## config.mk

```make
export PLATFORM = sky130hd
export DESIGN_NAME = i2s_source_controller_flat
export DESIGN_NICKNAME = d
export VERILOG_FILES = /design/src/rtl/i2s_source_controller_if.sv /design/src/rtl/i2s_source_controller.sv /design/src/flat_wrapper.sv
export SDC_FILE = /design/constraint.sdc
export NUM_CORES = 1
export LEC_CHECK = 0
export BUFFER_PORTS_ARGS = -buffer_cell sky130_fd_sc_hd__buf_2
export CAP_MARGIN = 20
export CORE_MARGIN = 4
export CORE_UTILIZATION = 60
export CTS_BUF_LIST = sky130_fd_sc_hd__clkbuf_8 sky130_fd_sc_hd__clkbuf_16
export DETAILED_ROUTE_END_ITERATION = 8
export GPL_TIMING_DRIVEN = 0
export PLACE_DENSITY = 0.77
export SYNTH_ARGS = -nofsm -noshare
export SYNTH_HDL_FRONTEND = slang
export SYNTH_SLANG_ARGS = --single-unit
```

## constraint.sdc

```tcl
create_clock -name in_clk -period 11.6 [get_ports in_clk]
set_input_delay 2.32 -clock in_clk [delete_from_list [all_inputs] [get_ports in_clk]]
set_output_delay 2.32 -clock in_clk [all_outputs]
set_load 0.02 [all_outputs]
```

## src/rtl/i2s_source_controller_if.sv

```systemverilog
// I2S source controller pin bundle.
// LE/button/strap inputs and select/mute/status outputs.
`timescale 1ns/1ps
interface i2s_source_controller_if;
  logic       in_le_1;
  logic       in_le_2;
  logic       in_button;
  logic       in_auto_enable;
  logic       out_select;
  logic       out_mute;
  logic       out_active_1;
  logic       out_active_2;
  logic [2:0] out_state;

  modport master (
    output in_le_1,
    output in_le_2,
    output in_button,
    output in_auto_enable,
    input  out_select,
    input  out_mute,
    input  out_active_1,
    input  out_active_2,
    input  out_state
  );

  modport slave (
    input  in_le_1,
    input  in_le_2,
    input  in_button,
    input  in_auto_enable,
    output out_select,
    output out_mute,
    output out_active_1,
    output out_active_2,
    output out_state
  );
endinterface

```

## src/rtl/i2s_source_controller.sv

```systemverilog
// Two-input I2S source sequencer: debounced button,
// LE activity detection, frame-aligned muted switching.
`timescale 1ns/1ps
module i2s_source_controller #(
  parameter int DEBOUNCE_CYCLES = 1000000,
  parameter int LOCKOUT_CYCLES  = 50000000,
  parameter int ACTIVITY_WINDOW = 500000,
  parameter int MIN_EDGES       = 16,
  parameter int MUTE_FRAMES     = 4,
  parameter int FRAME_TIMEOUT   = 65536
) (
  input  logic in_clk,
  input  logic in_reset,
  i2s_source_controller_if.slave bus
);

  localparam int DBW = $clog2(DEBOUNCE_CYCLES + 1);
  localparam int LKW = $clog2(LOCKOUT_CYCLES + 1);
  localparam int WNW = $clog2(ACTIVITY_WINDOW + 1);
  localparam int EGW = $clog2(MIN_EDGES + 1);
  localparam int FRW = $clog2(MUTE_FRAMES + 1);
  localparam int TOW = $clog2(FRAME_TIMEOUT + 1);

  localparam logic [DBW-1:0] DB_LAST =
    DBW'(DEBOUNCE_CYCLES - 1);
  localparam logic [LKW-1:0] LK_LAST =
    LKW'(LOCKOUT_CYCLES - 1);
  localparam logic [WNW-1:0] WN_LAST =
    WNW'(ACTIVITY_WINDOW - 1);
  localparam logic [EGW-1:0] EG_MIN =
    EGW'(MIN_EDGES);
  localparam logic [FRW-1:0] FR_LAST =
    FRW'(MUTE_FRAMES - 1);
  localparam logic [TOW-1:0] TO_LAST =
    TOW'(FRAME_TIMEOUT - 1);

  typedef enum logic [2:0] {
    S_RUN       = 3'd0,
    S_MUTE_PRE  = 3'd1,
    S_SWITCH    = 3'd2,
    S_MUTE_POST = 3'd3,
    S_LOCKOUT   = 3'd4
  } state_t;

  logic [3:0]     w_raw;
  logic [3:0]     r_sync1;
  logic [3:0]     r_sync2;
  logic [1:0]     r_le_d;
  logic [1:0]     r_le_rise;
  logic           w_btn;
  logic           w_auto;
  logic           r_db_level;
  logic [DBW-1:0] r_db_cnt;
  logic           r_press;
  logic [WNW-1:0] r_win_cnt;
  logic           w_wrap;
  logic [EGW-1:0] r_edge [2];
  logic [1:0]     r_active;
  state_t         r_state;
  logic           r_select;
  logic           r_mute;
  logic [FRW-1:0] r_frame_cnt;
  logic [TOW-1:0] r_to_cnt;
  logic [LKW-1:0] r_lock_cnt;
  logic           w_frame_edge;
  logic           w_tick;
  logic           w_done;
  logic           w_act_sel;
  logic           w_act_oth;
  logic           w_req;

  assign w_raw = {bus.in_auto_enable, bus.in_button,
                  bus.in_le_2, bus.in_le_1};
  assign w_btn  = r_sync2[2];
  assign w_auto = r_sync2[3];

  // Two-flop synchronisers for all asynchronous inputs
  always_ff @(posedge in_clk or posedge in_reset) begin
    if (in_reset) begin
      r_sync1 <= '0;
      r_sync2 <= '0;
    end else begin
      r_sync1 <= w_raw;
      r_sync2 <= r_sync1;
    end
  end

  // Registered LE rising-edge pulses
  always_ff @(posedge in_clk or posedge in_reset) begin
    if (in_reset) begin
      r_le_d    <= '0;
      r_le_rise <= '0;
    end else begin
      r_le_d    <= r_sync2[1:0];
      r_le_rise <= r_sync2[1:0] & ~r_le_d;
    end
  end

  // Button debounce; press pulse on debounced rise only
  always_ff @(posedge in_clk or posedge in_reset) begin
    if (in_reset) begin
      r_db_level <= 1'b0;
      r_db_cnt   <= '0;
      r_press    <= 1'b0;
    end else begin
      r_press <= 1'b0;
      if (w_btn != r_db_level) begin
        if (r_db_cnt >= DB_LAST) begin
          r_db_level <= w_btn;
          r_db_cnt   <= '0;
          r_press    <= w_btn;
        end else begin
          r_db_cnt <= r_db_cnt + 1'b1;
        end
      end else begin
        r_db_cnt <= '0;
      end
    end
  end

  assign w_wrap = (r_win_cnt >= WN_LAST);

  // Windowed LE edge counting and activity flags
  always_ff @(posedge in_clk or posedge in_reset) begin
    if (in_reset) begin
      r_win_cnt <= '0;
      r_active  <= '0;
      r_edge[0] <= '0;
      r_edge[1] <= '0;
    end else begin
      r_win_cnt <= w_wrap ? '0 : r_win_cnt + 1'b1;
      for (int i = 0; i < 2; i++) begin
        if (w_wrap) begin
          r_active[i] <= (r_edge[i] >= EG_MIN);
          r_edge[i]   <= r_le_rise[i] ? EGW'(1) : '0;
        end else if (r_le_rise[i] &&
                     (r_edge[i] < EG_MIN)) begin
          r_edge[i] <= r_edge[i] + 1'b1;
        end
      end
    end
  end

  assign w_frame_edge = r_select ? r_le_rise[1]
                                 : r_le_rise[0];
  assign w_tick = w_frame_edge |
                  (r_to_cnt >= TO_LAST);
  assign w_done = w_tick & (r_frame_cnt >= FR_LAST);

  assign w_act_sel = r_select ? r_active[1]
                              : r_active[0];
  assign w_act_oth = r_select ? r_active[0]
                              : r_active[1];
  assign w_req = r_press |
                 (w_auto & ~w_act_sel & w_act_oth);

  // Switch sequencer with registered select/mute
  always_ff @(posedge in_clk or posedge in_reset) begin
    if (in_reset) begin
      r_state     <= S_MUTE_POST;
      r_select    <= 1'b0;
      r_mute      <= 1'b1;
      r_frame_cnt <= '0;
      r_to_cnt    <= '0;
      r_lock_cnt  <= '0;
    end else begin
      unique case (r_state)
        S_RUN: begin
          r_mute <= 1'b0;
          if (w_req) begin
            r_state     <= S_MUTE_PRE;
            r_mute      <= 1'b1;
            r_frame_cnt <= '0;
            r_to_cnt    <= '0;
          end
        end
        S_MUTE_PRE: begin
          r_mute <= 1'b1;
          if (w_done) begin
            r_state <= S_SWITCH;
          end else if (w_tick) begin
            r_frame_cnt <= r_frame_cnt + 1'b1;
            r_to_cnt    <= '0;
          end else begin
            r_to_cnt <= r_to_cnt + 1'b1;
          end
        end
        S_SWITCH: begin
          r_mute      <= 1'b1;
          r_select    <= ~r_select;
          r_frame_cnt <= '0;
          r_to_cnt    <= '0;
          r_state     <= S_MUTE_POST;
        end
        S_MUTE_POST: begin
          if (w_done) begin
            r_state    <= S_LOCKOUT;
            r_mute     <= 1'b0;
            r_lock_cnt <= '0;
          end else if (w_tick) begin
            r_frame_cnt <= r_frame_cnt + 1'b1;
            r_to_cnt    <= '0;
          end else begin
            r_to_cnt <= r_to_cnt + 1'b1;
          end
        end
        S_LOCKOUT: begin
          r_mute <= 1'b0;
          if (r_lock_cnt >= LK_LAST) begin
            r_state <= S_RUN;
          end else begin
            r_lock_cnt <= r_lock_cnt + 1'b1;
          end
        end
        default: begin
          r_state     <= S_MUTE_POST;
          r_mute      <= 1'b1;
          r_frame_cnt <= '0;
          r_to_cnt    <= '0;
        end
      endcase
    end
  end

  assign bus.out_select   = r_select;
  assign bus.out_mute     = r_mute;
  assign bus.out_active_1 = r_active[0];
  assign bus.out_active_2 = r_active[1];
  assign bus.out_state    = r_state;

endmodule
```

## src/flat_wrapper.sv

```systemverilog
// flat-port wrapper written by rule: the top's interface ports become plain ports
module i2s_source_controller_flat 
#(
  parameter int DEBOUNCE_CYCLES = 1000000,
  parameter int LOCKOUT_CYCLES  = 50000000,
  parameter int ACTIVITY_WINDOW = 500000,
  parameter int MIN_EDGES       = 16,
  parameter int MUTE_FRAMES     = 4,
  parameter int FRAME_TIMEOUT   = 65536
)
  (in_clk, in_reset, bus_in_le_1, bus_in_le_2, bus_in_button, bus_in_auto_enable, bus_out_select, bus_out_mute, bus_out_active_1, bus_out_active_2, bus_out_state);
  i2s_source_controller_if bus_i ();
  input  logic in_clk;
  input  logic in_reset;
  input wire logic [$bits(bus_i.in_le_1)-1:0] bus_in_le_1;
  input wire logic [$bits(bus_i.in_le_2)-1:0] bus_in_le_2;
  input wire logic [$bits(bus_i.in_button)-1:0] bus_in_button;
  input wire logic [$bits(bus_i.in_auto_enable)-1:0] bus_in_auto_enable;
  output wire logic [$bits(bus_i.out_select)-1:0] bus_out_select;
  output wire logic [$bits(bus_i.out_mute)-1:0] bus_out_mute;
  output wire logic [$bits(bus_i.out_active_1)-1:0] bus_out_active_1;
  output wire logic [$bits(bus_i.out_active_2)-1:0] bus_out_active_2;
  output wire logic [$bits(bus_i.out_state)-1:0] bus_out_state;
  assign bus_i.in_le_1 = bus_in_le_1;
  assign bus_i.in_le_2 = bus_in_le_2;
  assign bus_i.in_button = bus_in_button;
  assign bus_i.in_auto_enable = bus_in_auto_enable;
  assign bus_out_select = bus_i.out_select;
  assign bus_out_mute = bus_i.out_mute;
  assign bus_out_active_1 = bus_i.out_active_1;
  assign bus_out_active_2 = bus_i.out_active_2;
  assign bus_out_state = bus_i.out_state;
  i2s_source_controller #(.DEBOUNCE_CYCLES(DEBOUNCE_CYCLES), .LOCKOUT_CYCLES(LOCKOUT_CYCLES), .ACTIVITY_WINDOW(ACTIVITY_WINDOW), .MIN_EDGES(MIN_EDGES), .MUTE_FRAMES(MUTE_FRAMES), .FRAME_TIMEOUT(FRAME_TIMEOUT)) u_core (.in_clk(in_clk), .in_reset(in_reset), .bus(bus_i));
endmodule
```

==> impl_metrics.tcl <==
set metrics [dict create \
    synth_cells 585 \
    slowest_stage "dfstp_2" \
    peakVddDrop_uv 126 \
    clk_latency_ns 0.52 \
    path_delay_family "flip-flops" \
    end_kind "output pin" \
    fin_util 0.708 \
    wl_per_cell_um 15.3 \
    fp.dieH_um 106 \
    yosysSeqAreaShare 0.509 \
    start_util 0.618 \
    max-cap-violations 0 \
    h-tree-depth 4 \
    vias 4463 \
    cts_buffers 17 \
    synth-edff-count 0 \
    path_buf_inv 1 \
    portBuffers 12 \
    final.setup_skew_ns 0.0107 \
    holdPathEnd "u_core.r_sync2[0]$_DFF_PP0_" \
    cts_root_buf "clkbuf_8" \
    status "finished clean" \
    cts_tree "done" \
    wl_mm 11.6 \
    grt_pass1_vias 4266 \
    rsz0062_at_grt "no" \
    antenna_cells 0 \
    syn_area_um2 5710 \
    ant_nets 0 \
    grtUsageTotal 0.223 \
    worstSetupPathType "reg -> out" \
    setup_viol 0 \
    r2r_slack_ns 8.60 \
    core_um2 9240 \
    holdCritPathClass "reg -> reg" \
    area_growth_pct 14.6 \
    dpl.cell_count 727 \
    period_minus_slack_ns 3.60 \
    worstPathRequired_ns 9.28 \
    worstPathMaxFanout 7 \
    globalplace.congestion 0.888 \
    async_reset_ff_frac 1.00 \
    fin_crit_sh 0.311 \
    ys_seq_elements 116 \
    ff2ff_path_depth 12 \
    holdPathStages 0 \
    ctsHoldBuffers 0 \
    dp_hpwl_mm 7.59 \
    cellPowerDensity_nw_per_um2 154 \
    cts_setup_buffers 0 \
    antenna_found_initial 0 \
    tightestPinTransition_ns 0.765 \
    finalHoldViolations 0 \
    setup.worst_path.start_class "flop" \
    r2r-end "u_core.r_to_cnt[16]$_DFFE_PP0P_" \
    grt_max_degree 70 \
    finalInstanceArea_um2 6540 \
    cts.sink_count 116 \
    worstPathCellList "buf_2" \
    grt_pass1_wl_mm 20.2 \
    cts.clk_slew.worst_paths_ns 0.06 \
    die_w_um 106 \
    r2r-start "u_core.r_to_cnt[0]$_DFFE_PP0P_" \
    placed_area_um2 5960 \
    die-area_um2 11100 \
    vias_per_cell 5.88 \
    rows 35 \
    p_leak_nw 2.88 \
    drt-initial-drc-count 272 \
    synth_cell_types 57 \
    drive_gt1_frac 0.116 \
    arrival_ns 1.28 \
    drc 0 \
    startpoint "u_core.bus.out_state[1]$_DFFE_PP1P_" \
    io_pins 13 \
    tns_ns 0 \
    fmax_mhz 278 \
    fin_cells 759 \
    clock_path_buffers 2 \
    ys_warn_count 0 \
    min_from "u_core.r_sync1[0]$_DFF_PP0_" \
    gr-total-overflow 0 \
    layout_setup_ws_ns 8.00 \
    nets 634 \
    relSlewSlack 0.490 \
    ctsResizeCount 0 \
    drv_slew 0 \
    place_ws_ns 8.36 \
    cp_slowest_stage_delay_ns 0.58 \
    synth.avg_cell_area_um2 9.76 \
    synth-main-ff-cell "dfrtp_1" \
    drt_first_pass_iters 5 \
    synth_nets 602 \
]
[power breakdown]
group          internal, mW  switching, mW  total [mW]  leakage (nW)
logic                0.0211         0.0297      0.0508          1.02
registers             0.425         0.0182       0.443          1.55
clock network         0.334          0.178       0.512         0.305
total                 0.780          0.226        1.01          2.88
[synth_stat cells, types with 9 or more instances]
cell type	count	area (um2)
clkbuf_1	10	37.5
ha_1	11	138
and3_1	12	75.1
a31oi_1	14	87.6
dfrtp_1	113	2830
a21oi_1	25	125
nor3_1	9	45.0
a31oi_2	10	125
nand4_1	16	100
nand3_1	34	170
xnor2_1	10	87.6
o21ai_0	34	170
nor2_1	81	304
nand2_1	49	184
nor2b_1	9	56.3
inv_1	21	78.8
xor2_1	28	245
[metal layers]
| metal | vias to the layer above | wire (um) | GRT usage |
|---|---|---|---|
| met3 | 12 | 531 | 0.0588 |
| met4 | 0 | 129 | 0.0749 |
| li1 | 2161 | - | - |
| met1 | 2172 | 5390 | 0.301 |
| met2 | 118 | 5550 | 0.353 |
| met5 | - | 0 | 0 |
[state kept, by name, indices dropped and copies added (netlist names), 3 cells and up]
register / flops
u_core.bus.out_state: 3
u_core.r_db_cnt: 20
u_core.r_edge: 10
u_core.r_frame_cnt: 3
u_core.r_lock_cnt: 26
u_core.r_sync1: 4
u_core.r_sync2: 4
u_core.r_to_cnt: 17
u_core.r_win_cnt: 19
[worst register-to-register path, delay by kind of cell (launching register included)]
kind                       cells  cell delay [ns]
and+or+nand+nor                6             1.03
AOI/OAI and AO/OA              2             0.26
buffers and inverters          2             0.81
DFF                            1             0.40
adders and majority gates      2             0.37
[final cells by class]
cell class | instances | area [um2]
buffer | 19 | 106
clock buffer | 19 | 442
clock inverter | 13 | 140
fill | 675 | 2700
inverter | 21 | 81.3
multi-input combinational | 429 | 2620
sequential | 116 | 2910
tap | 129 | 161
timing repair buffer | 13 | 87.6
[worst max path at each step]
stage | end | slack (ns) | cells past startpoint
finish | bus_out_state[1] | 8.00 | 1
global route | bus_out_state[1] | 7.96 | 1
CTS | bus_out_state[1] | 7.98 | 1
detailed placement | u_core.bus.out_state[0]$_DFFE_PP1P_ | 8.36 | 3
global placement | u_core.r_win_cnt[16]$_DFF_PP0_ | 5.03 | 2
floorplan | u_core.bus.out_select$_DFFE_PP0N_ | 6.21 | 1
[per-stage QoR]
step                hold slack, ns  total power [mW]
floorplan                    0.331             0.485
global placement             0.334             0.494
detailed placement           0.335             0.501
CTS                          0.346              1.01
global route                 0.348              1.04
finish                       0.346              1.01
[cell families after synthesis]
family,count (synthesis),share of synthesized area
buf+inv,40,0.0324
xor+xnor,38,0.0583
simple gates,241,0.203
fa+ha+maj,11,0.0241
flops,116,0.509
mux,10,0.0184
compound gates,129,0.155
[cell usage in the layout, fill, tap and decap left out, types with 11 or more instances in the layout]
cell,netlist,routed
dfrtp_1,113,113
nor2_1,81,81
nand2_1,49,49
nand3_1,34,34
o21ai_0,34,34
xor2_1,28,28
a21oi_1,25,25
inv_1,21,23
buf_2,4,16
nand4_1,16,16
clkbuf_16,0,16
a31oi_1,14,14
and3_1,12,12
ha_1,11,11
No activity file was read; power rests on OpenSTA's default activity.
